$ cat src/rtl/cache_pkg.sv
// cache_pkg: shared state encoding and default geometry for the direct-mapped data cache.
package cache_pkg;

    localparam int DEF_SET_BITS   = 3;
    localparam int DEF_ADDR_WIDTH = 32;
    localparam int DEF_DATA_WIDTH = 32;
    localparam int TAG_WIDTH      = DEF_ADDR_WIDTH - DEF_SET_BITS - 2;
    localparam int SETS           = 1 << DEF_SET_BITS;

    typedef enum logic [1:0] {IDLE, REFILL, WRITE, FLUSH} state_t;

endpackage

$ cat src/rtl/cache_array.sv
// cache_array: tag/data/valid storage with combinational read, one write port and per-set valid clear.
module cache_array
    import cache_pkg::*;
#(
    parameter int SET_BITS = DEF_SET_BITS,
    parameter int TAG_W    = TAG_WIDTH,
    parameter int DATA_W   = DEF_DATA_WIDTH,
    parameter int N        = SETS
)(
    input  logic                clk,
    input  logic                rst,
    input  logic [SET_BITS-1:0] idx,
    output logic [TAG_W-1:0]    rd_tag,
    output logic                rd_valid,
    output logic [DATA_W-1:0]   rd_data,
    input  logic                we,
    input  logic [TAG_W-1:0]    wr_tag,
    input  logic [DATA_W-1:0]   wr_data,
    input  logic                clr,
    input  logic [SET_BITS-1:0] clr_idx
);

    logic [TAG_W-1:0]  tags [N];
    logic [DATA_W-1:0] datas [N];
    logic [N-1:0]      valid;

    assign rd_tag   = tags[idx];
    assign rd_data  = datas[idx];
    assign rd_valid = valid[idx];

    // Only valid bits are reset; stale tag/data are harmless once invalid.
    always_ff @(posedge clk) begin
        if (rst) begin
            valid <= '0;
        end else begin
            if (clr) valid[clr_idx] <= 1'b0;
            if (we) valid[idx] <= 1'b1;
        end
    end

    always_ff @(posedge clk) begin
        if (we) begin
            tags[idx]  <= wr_tag;
            datas[idx] <= wr_data;
        end
    end

endmodule

$ cat src/rtl/dcache_ctrl.sv
// dcache_ctrl: direct-mapped write-through, no-write-allocate data cache controller
// with req/ack refill/write-through port and multi-cycle flush.
module dcache_ctrl
    import cache_pkg::*;
#(
    parameter int SET_BITS   = DEF_SET_BITS,
    parameter int ADDR_WIDTH = DEF_ADDR_WIDTH,
    parameter int DATA_WIDTH = DEF_DATA_WIDTH
)(
    input  logic                  clk,
    input  logic                  rst,
    input  logic                  cpu_req,
    input  logic                  cpu_we,
    input  logic [ADDR_WIDTH-1:0] cpu_addr,
    input  logic [DATA_WIDTH-1:0] cpu_wdata,
    output logic [DATA_WIDTH-1:0] cpu_rdata,
    output logic                  stall,
    input  logic                  flush,
    output logic                  mem_req,
    output logic                  mem_we,
    output logic [ADDR_WIDTH-1:0] mem_addr,
    output logic [DATA_WIDTH-1:0] mem_wdata,
    input  logic [DATA_WIDTH-1:0] mem_rdata,
    input  logic                  mem_ack
);

    localparam int TW = ADDR_WIDTH - SET_BITS - 2;

    state_t                state, nxt;
    logic [SET_BITS-1:0]   idx, cnt;
    logic [TW-1:0]         tag, line_tag;
    logic [DATA_WIDTH-1:0] line_data, arr_wdata;
    logic                  line_valid, hit, wr_done, arr_we, clr, unused_lsb;

    assign idx        = cpu_addr[SET_BITS+1:2];
    assign tag        = cpu_addr[ADDR_WIDTH-1:SET_BITS+2];
    assign hit        = line_valid && line_tag == tag;
    assign unused_lsb = ^cpu_addr[1:0];

    cache_array #(
        .SET_BITS(SET_BITS),
        .TAG_W(TW),
        .DATA_W(DATA_WIDTH),
        .N(1 << SET_BITS)
    ) u_array (
        .clk(clk),
        .rst(rst),
        .idx(idx),
        .rd_tag(line_tag),
        .rd_valid(line_valid),
        .rd_data(line_data),
        .we(arr_we),
        .wr_tag(tag),
        .wr_data(arr_wdata),
        .clr(clr),
        .clr_idx(cnt)
    );

    always_ff @(posedge clk) begin
        if (rst) state <= IDLE;
        else state <= nxt;
    end

    // wr_done marks the release cycle after a write-through so the held store is not reissued.
    always_comb begin
        nxt = state;
        case (state)
            IDLE:          nxt = flush ? FLUSH : (!cpu_req || wr_done) ? IDLE : cpu_we ? WRITE : hit ? IDLE : REFILL;
            REFILL, WRITE: nxt = mem_ack ? IDLE : state;
            FLUSH:         nxt = &cnt ? IDLE : FLUSH;
            default:       nxt = IDLE;
        endcase
    end

    always_comb begin
        stall     = state != IDLE || nxt != IDLE;
        cpu_rdata = (state == IDLE && hit) ? line_data : '0;
        arr_we    = mem_ack && (state == REFILL || (state == WRITE && hit));
        arr_wdata = state == REFILL ? mem_rdata : cpu_wdata;
        clr       = state == FLUSH;
    end

    always_ff @(posedge clk) begin
        if (rst) begin
            cnt     <= '0;
            wr_done <= 1'b0;
        end else begin
            cnt     <= state == FLUSH ? cnt + 1'b1 : cnt;
            wr_done <= state == WRITE && mem_ack;
        end
    end

    // Memory port is registered; address/data are captured while IDLE and held through the transfer.
    always_ff @(posedge clk) begin
        if (rst) begin
            mem_req   <= 1'b0;
            mem_we    <= 1'b0;
            mem_addr  <= '0;
            mem_wdata <= '0;
        end else begin
            mem_req <= nxt == REFILL || nxt == WRITE;
            mem_we  <= nxt == WRITE;
            if (state == IDLE) begin
                mem_addr  <= {cpu_addr[ADDR_WIDTH-1:2], 2'b00};
                mem_wdata <= cpu_wdata;
            end
        end
    end

endmodule

$ cat config.mk
export PLATFORM = sky130hd
export DESIGN_NAME = dcache_ctrl
export DESIGN_NICKNAME = d
export VERILOG_FILES = /design/src/rtl/cache_pkg.sv /design/src/rtl/cache_array.sv /design/src/rtl/dcache_ctrl.sv
export SDC_FILE = /design/constraint.sdc
export NUM_CORES = 1
export LEC_CHECK = 0
export CAP_MARGIN = 10
export CORE_AREA = 2 2 287 261
export CTS_BUF_LIST = sky130_fd_sc_hd__clkbuf_4 sky130_fd_sc_hd__clkbuf_8
export CTS_CLUSTER_DIAMETER = 120
export DETAILED_ROUTE_END_ITERATION = 16
export DIE_AREA = 0 0 289 263
export GPL_TIMING_DRIVEN = 0
export PLACE_DENSITY = 0.51
export SLEW_MARGIN = 10
export SYNTH_ARGS = -nofsm -noshare
export SYNTH_HDL_FRONTEND = slang
export SYNTH_SLANG_ARGS = --single-unit
$ cat constraint.sdc
create_clock -name clk -period 10.9 [get_ports clk]
set_input_delay 3.27 -clock clk [delete_from_list [all_inputs] [get_ports clk]]
set_output_delay 3.27 -clock clk [all_outputs]
set_load 0.02 [all_outputs]
==> flow_summary.json, run 1 <==
{
  "cts_tree": "built",
  "core_area_um2": 72700,
  "crit_required_ps": 7630,
  "syn_inst": 1327,
  "fill_cells": 6773,
  "area_growth_syn_to_layout_pct": 28.8,
  "io_pins": 201,
  "drive_gt1_share_pct": 21.3,
  "vias_per_cell": 4.98,
  "cellLeakagePower_nw": 9.64,
  "critPathArrivalTime_ps": 7460,
  "num_vias": 13390,
  "tns_ps": 0,
  "track_usage_pct": 17.6,
  "rows": 94,
  "layout_common_cells": "edfxtp_1, clkdlybuf4s50_1, mux2i_1, clkbuf_8, dfxtp_1",
  "relSlewSlack_pct": 12.0,
  "root_buffer": "clkbuf_8",
  "yosysUniqueCellTypes": 63,
  "layout_commonest_cell": "edfxtp_1",
  "crit_fanout": 10,
  "gp_congestion": 0.813,
  "ir_drop_mv": 0.104,
  "drv_cap": 0,
  "dpl.hpwl_um": 44700,
  "start_kind": "input pin",
  "grt_pass1_wl_um": 96500,
  "outcome": "completed",
  "fmax_mhz": 93.2,
  "hold_class": "reg -> reg",
  "grt_pass1_vias": 13786,
  "first_pass_iters": 5,
  "h-tree-depth": 3,
  "rsz0062_at_grt": "false",
  "period_needed_ps": 10730,
  "worstMarginPinSlew_ps": 1320,
  "dieHeight_um": 263,
  "dp_cells": 2511,
  "cts.sinks": 550,
  "wl_per_cell_um": 25.1,
  "ys.warnings.count": 0,
  "synth_ff_type": "edfxtp_1",
  "ff_latch_area_um2": 15700,
  "ys_async_sr_fraction_pct": 0,
  "start_util_pct": 30.0,
  "grt_remaining_overflow": 0,
  "maxSlewViolCount": 0,
  "port_buffers": 193,
  "power_density_nw_per_um2": 185,
  "clk_path_buf_depth": 3,
  "setup_viol": 0,
  "instances_no_fill": 2690,
  "multi_input_area_um2": 5870,
  "power.total_mw": 5.18,
  "n_antenna_cell": 0,
  "finalWirelength_um": 67600,
  "antenna_found_initial": 1,
  "yosysSeqAreaShare_pct": 72.3,
  "syn_area_per_cell_um2": 16.4,
  "synth_area_um2": 21800,
  "drc": 0,
  "crit_type": "in -> out",
  "hold_viol": 0,
  "clk_pin_slew_ps": 60,
  "insertion_delay_ps": 700,
  "finalClockSkew_ps": 38.4,
  "die_x_um": 289,
  "synth_edf_count": 472,
  "fin_crit_sh_pct": 98.5,
  "cts_hold_buf": 0,
  "ys_ff_latch": 550,
  "cts_buffers": 95,
  "drt_iter0_drc": 1012,
  "ant_nets": 0,
  "fin_nets": 1760,
  "grt_max_degree": 19,
  "die-area_um2": 76000,
  "endpoint_kind": "primary output"
}
per-layer routing:
layer	GRT usage, %	part of all wire, %	vias to the layer above
li1	-	-	5934
met1	24.2	44	6827
met2	27.7	46	535
met3	4.79	7.5	94
met4	4.15	1.8	0
met5	0	0	-
synth_stat cells (all sizes together), types with 8 or more instances:
| cell | number | area share [%] |
|---|---|---|
| clkbuf | 40 | 0.69 |
| o31ai | 10 | 0.34 |
| edfxtp | 472 | 65 |
| o221ai | 22 | 0.88 |
| dfxtp | 78 | 7.2 |
| buf | 40 | 1.0 |
| or4 | 14 | 0.48 |
| o21ai | 37 | 0.85 |
| mux4 | 37 | 3.8 |
| inv | 12 | 0.21 |
| nand2 | 37 | 0.64 |
| a22o | 11 | 0.44 |
| a21oi | 16 | 0.37 |
| mux2i | 124 | 5.7 |
| nor2 | 75 | 1.3 |
| nor3 | 39 | 0.90 |
| xor2 | 8 | 0.32 |
| o22ai | 70 | 2.0 |
| ha | 8 | 0.46 |
| mux2 | 68 | 3.5 |
| nand2b | 13 | 0.37 |
| nor2b | 14 | 0.40 |
metrics by stage:
stage	area, µm²	util, %	hold slack (ps)	setup WS (ps)
finish	28000	38.6	490	166
global route	28000	38.6	511	8.76
CTS	28000	38.5	497	-54.6
detailed placement	25800	35.4	478	-1420
global placement	24900	34.3	471	-3720
floorplan	21800	-	475	1560
worst max-delay path, stage by stage:
cell             delay (ps)
clkdlybuf4s50_1         570
buf_4                   280
buf_4                   270
nor2b_1                 450
a22o_1                  250
nor3_1                   80
or4_1                   540
nor3_1                  200
nand4_1                 110
buf_4                   190
clkbuf_4                250
nor3_2                  300
clkdlybuf4s50_1         670
logic make-up after synthesis:
kind of cell | share of synthesized area, %
AO/OA/AOI/OAI | 6.25
XOR/XNOR | 0.563
adder cells (fa/ha/maj) | 0.460
buffers and inverters | 1.92
flip-flops | 72.3
multiplexers | 13.0
other | 0.0172
AND/OR/NAND/NOR | 5.48
power breakdown:
part	switching [mW]	total (mW)	internal, mW
Sequential	0.0323	2.43	2.39
Combinational	0.454	0.738	0.284
Clock	0.849	2.01	1.16
Total	1.34	5.18	3.84
registers in the layout, indices dropped and copies added, names as in the netlist:
| name | cells |
|---|---|
| u_array.datas | 256 |
| mem_we | 1 |
| wr_done | 1 |
| mem_req | 1 |
| u_array.valid | 8 |
| u_array.tags | 216 |
| mem_addr | 30 |
| state | 2 |
| cnt | 3 |
| mem_wdata | 32 |
final timing paths:
| check | start | end | slack [ps] | cells past startpoint |
|---|---|---|---|---|
| setup / recovery | cpu_addr[2] | cpu_rdata[2] | 170 | 13 |
| hold reg to reg | mem_addr[13]$_SDFFE_PP0N_ | mem_addr[13]$_SDFFE_PP0N_ | 490 | 2 |
| hold / removal | mem_addr[13]$_SDFFE_PP0N_ | mem_addr[13]$_SDFFE_PP0N_ | 490 | 2 |
| setup reg to reg | u_array.tags[3][14]$_DFFE_PP_ | u_array.tags[6][19]$_DFFE_PP_ | 5700 | 10 |
timing repair:
action / 4_1_cts / 5_1_grt
setup endpoints to repair: 33 / 27
setup buffers: 1 / 1
pin swaps: 1 / 0
gates resized for setup: 42 / 16
cell type report:
cell class / count / area share [%]
plain buffers: 80 / 1.42
clock buffers: 146 / 6.39
clock inverters: 31 / 0.977
inverters: 13 / 0.174
multi-input cells: 685 / 20.9
flip-flops and latches: 550 / 56.1
well taps: 960 / 4.28
repair buffers: 225 / 9.68
Power figures use the tool's default switching activity.
==> run 2, diff against run 1 <==
--- a/config.mk
+++ b/config.mk
@@ -13,7 +13,7 @@
 export DIE_AREA = 0 0 289 263
 export GPL_TIMING_DRIVEN = 0
 export PLACE_DENSITY = 0.51
-export SLEW_MARGIN = 10
+export SLEW_MARGIN = 20
 export SYNTH_ARGS = -nofsm -noshare
 export SYNTH_HDL_FRONTEND = slang
 export SYNTH_SLANG_ARGS = --single-unit
==> run 2 against run 1 <==
  * Maximum frequency barely moved
  * Cell count fell by 0.15%
  * Sequential cell count did not move
  * Critical path depth did not move
  * Combinational power barely moved
  * Largest cell class unchanged
==> flow_summary.json, run 2 (synthesis gave the netlist of run 1 again) <==
{
  "fill_cells": 6783,
  "period_needed_ps": 10740,
  "die-area_um2": 76000,
  "power.total_mw": 5.04,
  "io_pins": 201,
  "num_vias": 13385,
  "die_x_um": 289,
  "clk_pin_slew_ps": 50,
  "finalClockSkew_ps": 31.2,
  "multi_input_area_um2": 5860,
  "wl_per_cell_um": 25.2,
  "root_buffer": "clkbuf_8",
  "grt_max_degree": 17,
  "drt_iter0_drc": 1108,
  "grt_pass1_wl_um": 96900,
  "setup_viol": 0,
  "cts_hold_buf": 0,
  "crit_required_ps": 7630,
  "reg_top3": "u_array.datas (256), u_array.tags (216), mem_wdata (32)",
  "drive_gt1_share_pct": 21.1,
  "fmax_mhz": 93.1,
  "dieHeight_um": 263,
  "relSlewSlack_pct": 20.9,
  "drc": 0,
  "track_usage_pct": 17.7,
  "crit_type": "in -> out",
  "fin_crit_sh_pct": 98.5,
  "dp_cells": 2516,
  "area_growth_syn_to_layout_pct": 28.6,
  "drv_cap": 0,
  "cts.sinks": 550,
  "tns_ps": 0,
  "dp_slack_ps": -1450,
  "critPathArrivalTime_ps": 7470,
  "start_kind": "input pin",
  "grt_pass1_vias": 13892,
  "top_register": "u_array.datas",
  "cellLeakagePower_nw": 9.61,
  "ir_drop_mv": 0.0902,
  "maxSlewViolCount": 0,
  "layout_setup_ws_ps": 164,
  "core_area_um2": 72700,
  "dpl.hpwl_um": 45200,
  "instances_no_fill": 2686,
  "hold_class": "reg -> reg",
  "antenna_found_initial": 0,
  "worstMarginPinSlew_ps": 1190,
  "crit_fanout": 10,
  "port_buffers": 193,
  "rows": 94,
  "endpoint_kind": "primary output",
  "finalWirelength_um": 67700,
  "vias_per_cell": 4.98,
  "layout_common_cells": "edfxtp_1, clkdlybuf4s50_1, mux2i_1, clkbuf_8, dfxtp_1",
  "start_util_pct": 30.0,
  "n_antenna_cell": 0,
  "hold_viol": 0,
  "ant_nets": 0,
  "first_pass_iters": 5,
  "clk_path_buf_depth": 3,
  "cts_buffers": 94,
  "fin_nets": 1763,
  "layout_commonest_cell": "edfxtp_1",
  "rsz0062_at_grt": "false",
  "outcome": "completed",
  "largest_reg_flops": 256,
  "ff_latch_area_um2": 15700,
  "grt_remaining_overflow": 0,
  "insertion_delay_ps": 680,
  "gp_congestion": 0.813,
  "power_density_nw_per_um2": 180,
  "cts_tree": "built",
  "h-tree-depth": 3
}
-- run 2: cell types whose count changed in the layout (fill, tap and decap cells not counted), moves of 3 or more --
cell	previous run	this run
buf_12	6	0
bufinv_16	5	2
buf_16	22	31
clkbuf_8	111	105
clkinv_2	8	15
clkbuf_4	38	33
buf_8	1	4
-- run 2: final timing paths --
| path | from | end | slack (ps) | cells after the start |
|---|---|---|---|---|
| worst min register to register | mem_addr[13]$_SDFFE_PP0N_ | mem_addr[13]$_SDFFE_PP0N_ | 490 | 2 |
| worst max register to register | u_array.tags[7][14]$_DFFE_PP_ | u_array.datas[7][12]$_DFFE_PP_ | 5900 | 10 |
| worst min-delay path | mem_addr[13]$_SDFFE_PP0N_ | mem_addr[13]$_SDFFE_PP0N_ | 490 | 2 |
| worst max-delay path | cpu_addr[2] | cpu_rdata[30] | 160 | 13 |
-- run 2: stage by stage --
stage	util [%]	cell area [µm²]	hold WS, ps
3_3_place_gp	34.3	24900	471
4_1_cts	38.4	27900	497
5_1_grt	38.5	28000	508
6_report	38.5	28000	487
3_5_place_dp	35.7	25900	480
2_1_floorplan	-	21800	475
-- run 2: critical path, stage by stage --
cell             delay (ps)
clkdlybuf4s50_1         590
buf_6                   230
buf_4                   260
buf_6                   240
mux2i_1                 300
xor2_2                  320
o2111ai_1               290
nor4b_4                 410
nand4_1                 130
buf_4                   180
clkbuf_4                260
nor3_4                  290
clkdlybuf4s50_1         650
-- run 2: layout make-up --
type,count,area share [%]
clock buffers,135,5.97
well taps,960,4.29
plain buffers,80,1.45
inverters,13,0.174
repair buffers,229,10.2
clock inverters,34,0.724
flip-flops and latches,550,56.2
multi-input cells,685,20.9
-- run 2: timing repair --
action                     4_1_cts  5_1_grt
setup endpoints to repair       33       26
cloned                           0        0
resized for setup               40       17
pin swaps                        1        0
setup buffers                    1        0
-- run 2: routing by layer --
| metal | vias up | track usage, % | share of wire (%) |
|---|---|---|---|
| li1 | 5931 | - | - |
| met1 | 6850 | 23.8 | 44 |
| met2 | 508 | 27.8 | 46 |
| met3 | 96 | 5.20 | 7.6 |
| met4 | 0 | 4.78 | 1.9 |
| met5 | - | 0 | 0 |
-- run 2: where the power goes --
part	switching (mW)	internal (mW)	leakage (nW)
clock	0.842	1.03	1.01
sequential	0.0319	2.39	4.89
combinational	0.455	0.284	3.71
==> run 3, diff against run 2 <==
--- a/config.mk
+++ b/config.mk
@@ -13,7 +13,7 @@
 export DIE_AREA = 0 0 289 263
 export GPL_TIMING_DRIVEN = 0
 export PLACE_DENSITY = 0.51
-export SLEW_MARGIN = 20
+export RECOVER_POWER = 50
 export SYNTH_ARGS = -nofsm -noshare
 export SYNTH_HDL_FRONTEND = slang
 export SYNTH_SLANG_ARGS = --single-unit
==> run 3 against run 2 <==
  * Global-route usage decreased by 0.18 points
  * Register-to-register slack got worse by 130 ps
  * Non-clock buffer count decreased by 5
  * Utilization decreased by 0.13 points
  * Final area decreased by 0.33%
  * Maximum frequency about the same
  * Count of clock-buffer cells in the layout increased by 8
  * Critical endpoint is now cpu_rdata[2]
==> flow_summary.json, run 3 (synthesis gave the netlist of run 1 again) <==
{
  "track_usage_pct": 17.5,
  "cts.sinks": 550,
  "cpMaxStageDelayCell": "clkdlybuf4s50_1",
  "drc": 0,
  "dpl.hpwl_um": 44500,
  "reg_top3": "u_array.datas (256), u_array.tags (216), mem_wdata (32)",
  "cts_tree": "built",
  "start_util_pct": 30.0,
  "cts_buffers": 92,
  "largest_reg_flops": 256,
  "dp_slack_ps": -1420,
  "endpoint_kind": "primary output",
  "top_register": "u_array.datas",
  "layout_setup_ws_ps": 164,
  "vias_per_cell": 4.96,
  "crit_required_ps": 7630,
  "dieHeight_um": 263,
  "outcome": "completed",
  "clk_path_buf_depth": 3,
  "crit_path_cell_trace": "clkdlybuf4s50_1 -> buf_4 -> buf_4 -> buf_6 -> mux2i_1 -> xor2_2 -> o2111ai_1 -> nor4b_4 -> nand4_1 -> buf_4 -> buf_2 -> nor3_2 -> clkdlybuf4s50_1",
  "grt_remaining_overflow": 0,
  "fin_nets": 1756,
  "cp_top_family": "buffers and inverters",
  "area_growth_syn_to_layout_pct": 28.1,
  "crit_path_max_incr_delay_ps": 670,
  "root_buffer": "clkbuf_8",
  "h-tree-depth": 3,
  "grt_pass1_wl_um": 96000,
  "power.total_mw": 5.07,
  "port_buffers": 193,
  "layout_commonest_cell": "edfxtp_1",
  "drive_gt1_share_pct": 19.4,
  "first_pass_iters": 5,
  "die-area_um2": 76000,
  "rows": 94,
  "maxSlewViolCount": 0,
  "drv_cap": 0,
  "wl_per_cell_um": 25.0,
  "gp_congestion": 0.813,
  "io_pins": 201,
  "cellLeakagePower_nw": 9.58,
  "ir_drop_mv": 0.105,
  "post_dp_cell_area_um2": 25700,
  "power_density_nw_per_um2": 182,
  "finalClockSkew_ps": 34.7,
  "insertion_delay_ps": 700,
  "crit_fanout": 10,
  "critPathArrivalTime_ps": 7470,
  "worstMarginPinSlew_ps": 1260,
  "fin_crit_sh_pct": 98.5,
  "cp.buffers_inverters": 7,
  "grt_max_degree": 20,
  "antenna_found_initial": 2,
  "tns_ps": 0,
  "rsz0062_at_grt": "false",
  "layout_common_cells": "edfxtp_1, mux2i_1, clkbuf_8, clkdlybuf4s50_1, dlygate4sd3_1",
  "drt_iter0_drc": 950,
  "relSlewSlack_pct": 15.7,
  "finalWirelength_um": 67000,
  "period_needed_ps": 10740,
  "hold_viol": 0,
  "hold_class": "reg -> reg",
  "grt_pass1_vias": 13698,
  "crit_type": "in -> out",
  "num_vias": 13335,
  "die_x_um": 289,
  "ant_nets": 0,
  "critPathMostFrequentCell": "buf_4",
  "fin_area_um2": 27900,
  "fmax_mhz": 93.1,
  "clk_pin_slew_ps": 60,
  "setup_viol": 0,
  "start_kind": "input pin",
  "core_area_um2": 72700
}
## run 3: changes by cell type in the layout (fill, tap and decap cells not counted), sizes merged
cell | before | now
clkinvlp | 1 | 7
clkinv | 32 | 20
buf | 76 | 71
bufinv | 2 | 3
clkdlybuf4s50 | 176 | 98
dlymetal6s2s | 9 | 8
clkbuf | 175 | 183
diode | 0 | 2
dlygate4sd3 | 0 | 83
dlygate4sd2 | 8 | 4
## run 3: worst register-to-register path, stage by stage, from the launching register on
cell      delay, ps
edfxtp_1        350
mux2_2          280
mux4_2          480
or3_1           360
a22o_1          310
nor4b_1         570
nand4_1         940
a21oi_4        1080
buf_16          260
buf_16          190
## run 3: cell type report
cell class	count	area, µm²
Clock buffer	143	1730
Fill cell	6800	44800
Multi-Input combinational cell	685	5900
Antenna cell	2	5.00
Tap cell	960	1200
Sequential cell	550	15700
Clock inverter	29	224
Inverter	13	48.8
Timing Repair Buffer	224	2660
Buffer	80	393
## run 3: per-layer routing
layer / vias up / share of wire, % / global-route usage [%]
li1: 5939 / - / -
met3: 94 / 8.2 / 4.89
met4: 0 / 2.0 / 4.58
met2: 480 / 46 / 27.1
met5: - / 0 / 0
met1: 6822 / 44 / 24.2
## run 3: path summary, 6_finish.rpt
path | slack (ps) | end | cells after the start | start
max | 160 | cpu_rdata[2] | 13 | cpu_addr[2]
min | 490 | mem_wdata[16]$_SDFFE_PP0N_ | 2 | mem_wdata[16]$_SDFFE_PP0N_
max reg2reg | 5770 | u_array.datas[4][2]$_DFFE_PP_ | 9 | u_array.tags[3][14]$_DFFE_PP_
min reg2reg | 490 | mem_wdata[16]$_SDFFE_PP0N_ | 2 | mem_wdata[16]$_SDFFE_PP0N_
## run 3: repair_timing
item,4_1_cts,5_1_grt
pin swaps,1,0
setup buffers,2,0
setup endpoints to repair,33,29
hold buffers,0,0
gates resized for setup,40,17
## run 3: through the flow
step,hold slack [ps],util [%],instances
6_report,488,38.4,2686
5_1_grt,509,38.4,2685
4_1_cts,499,38.3,2683
3_5_place_dp,480,35.4,2509
3_3_place_gp,471,34.3,2481
2_1_floorplan,475,-,1328
## run 3: power by group
part | switching, mW | internal (mW)
Combinational | 0.453 | 0.269
Clock | 0.838 | 1.08
Sequential | 0.0316 | 2.39
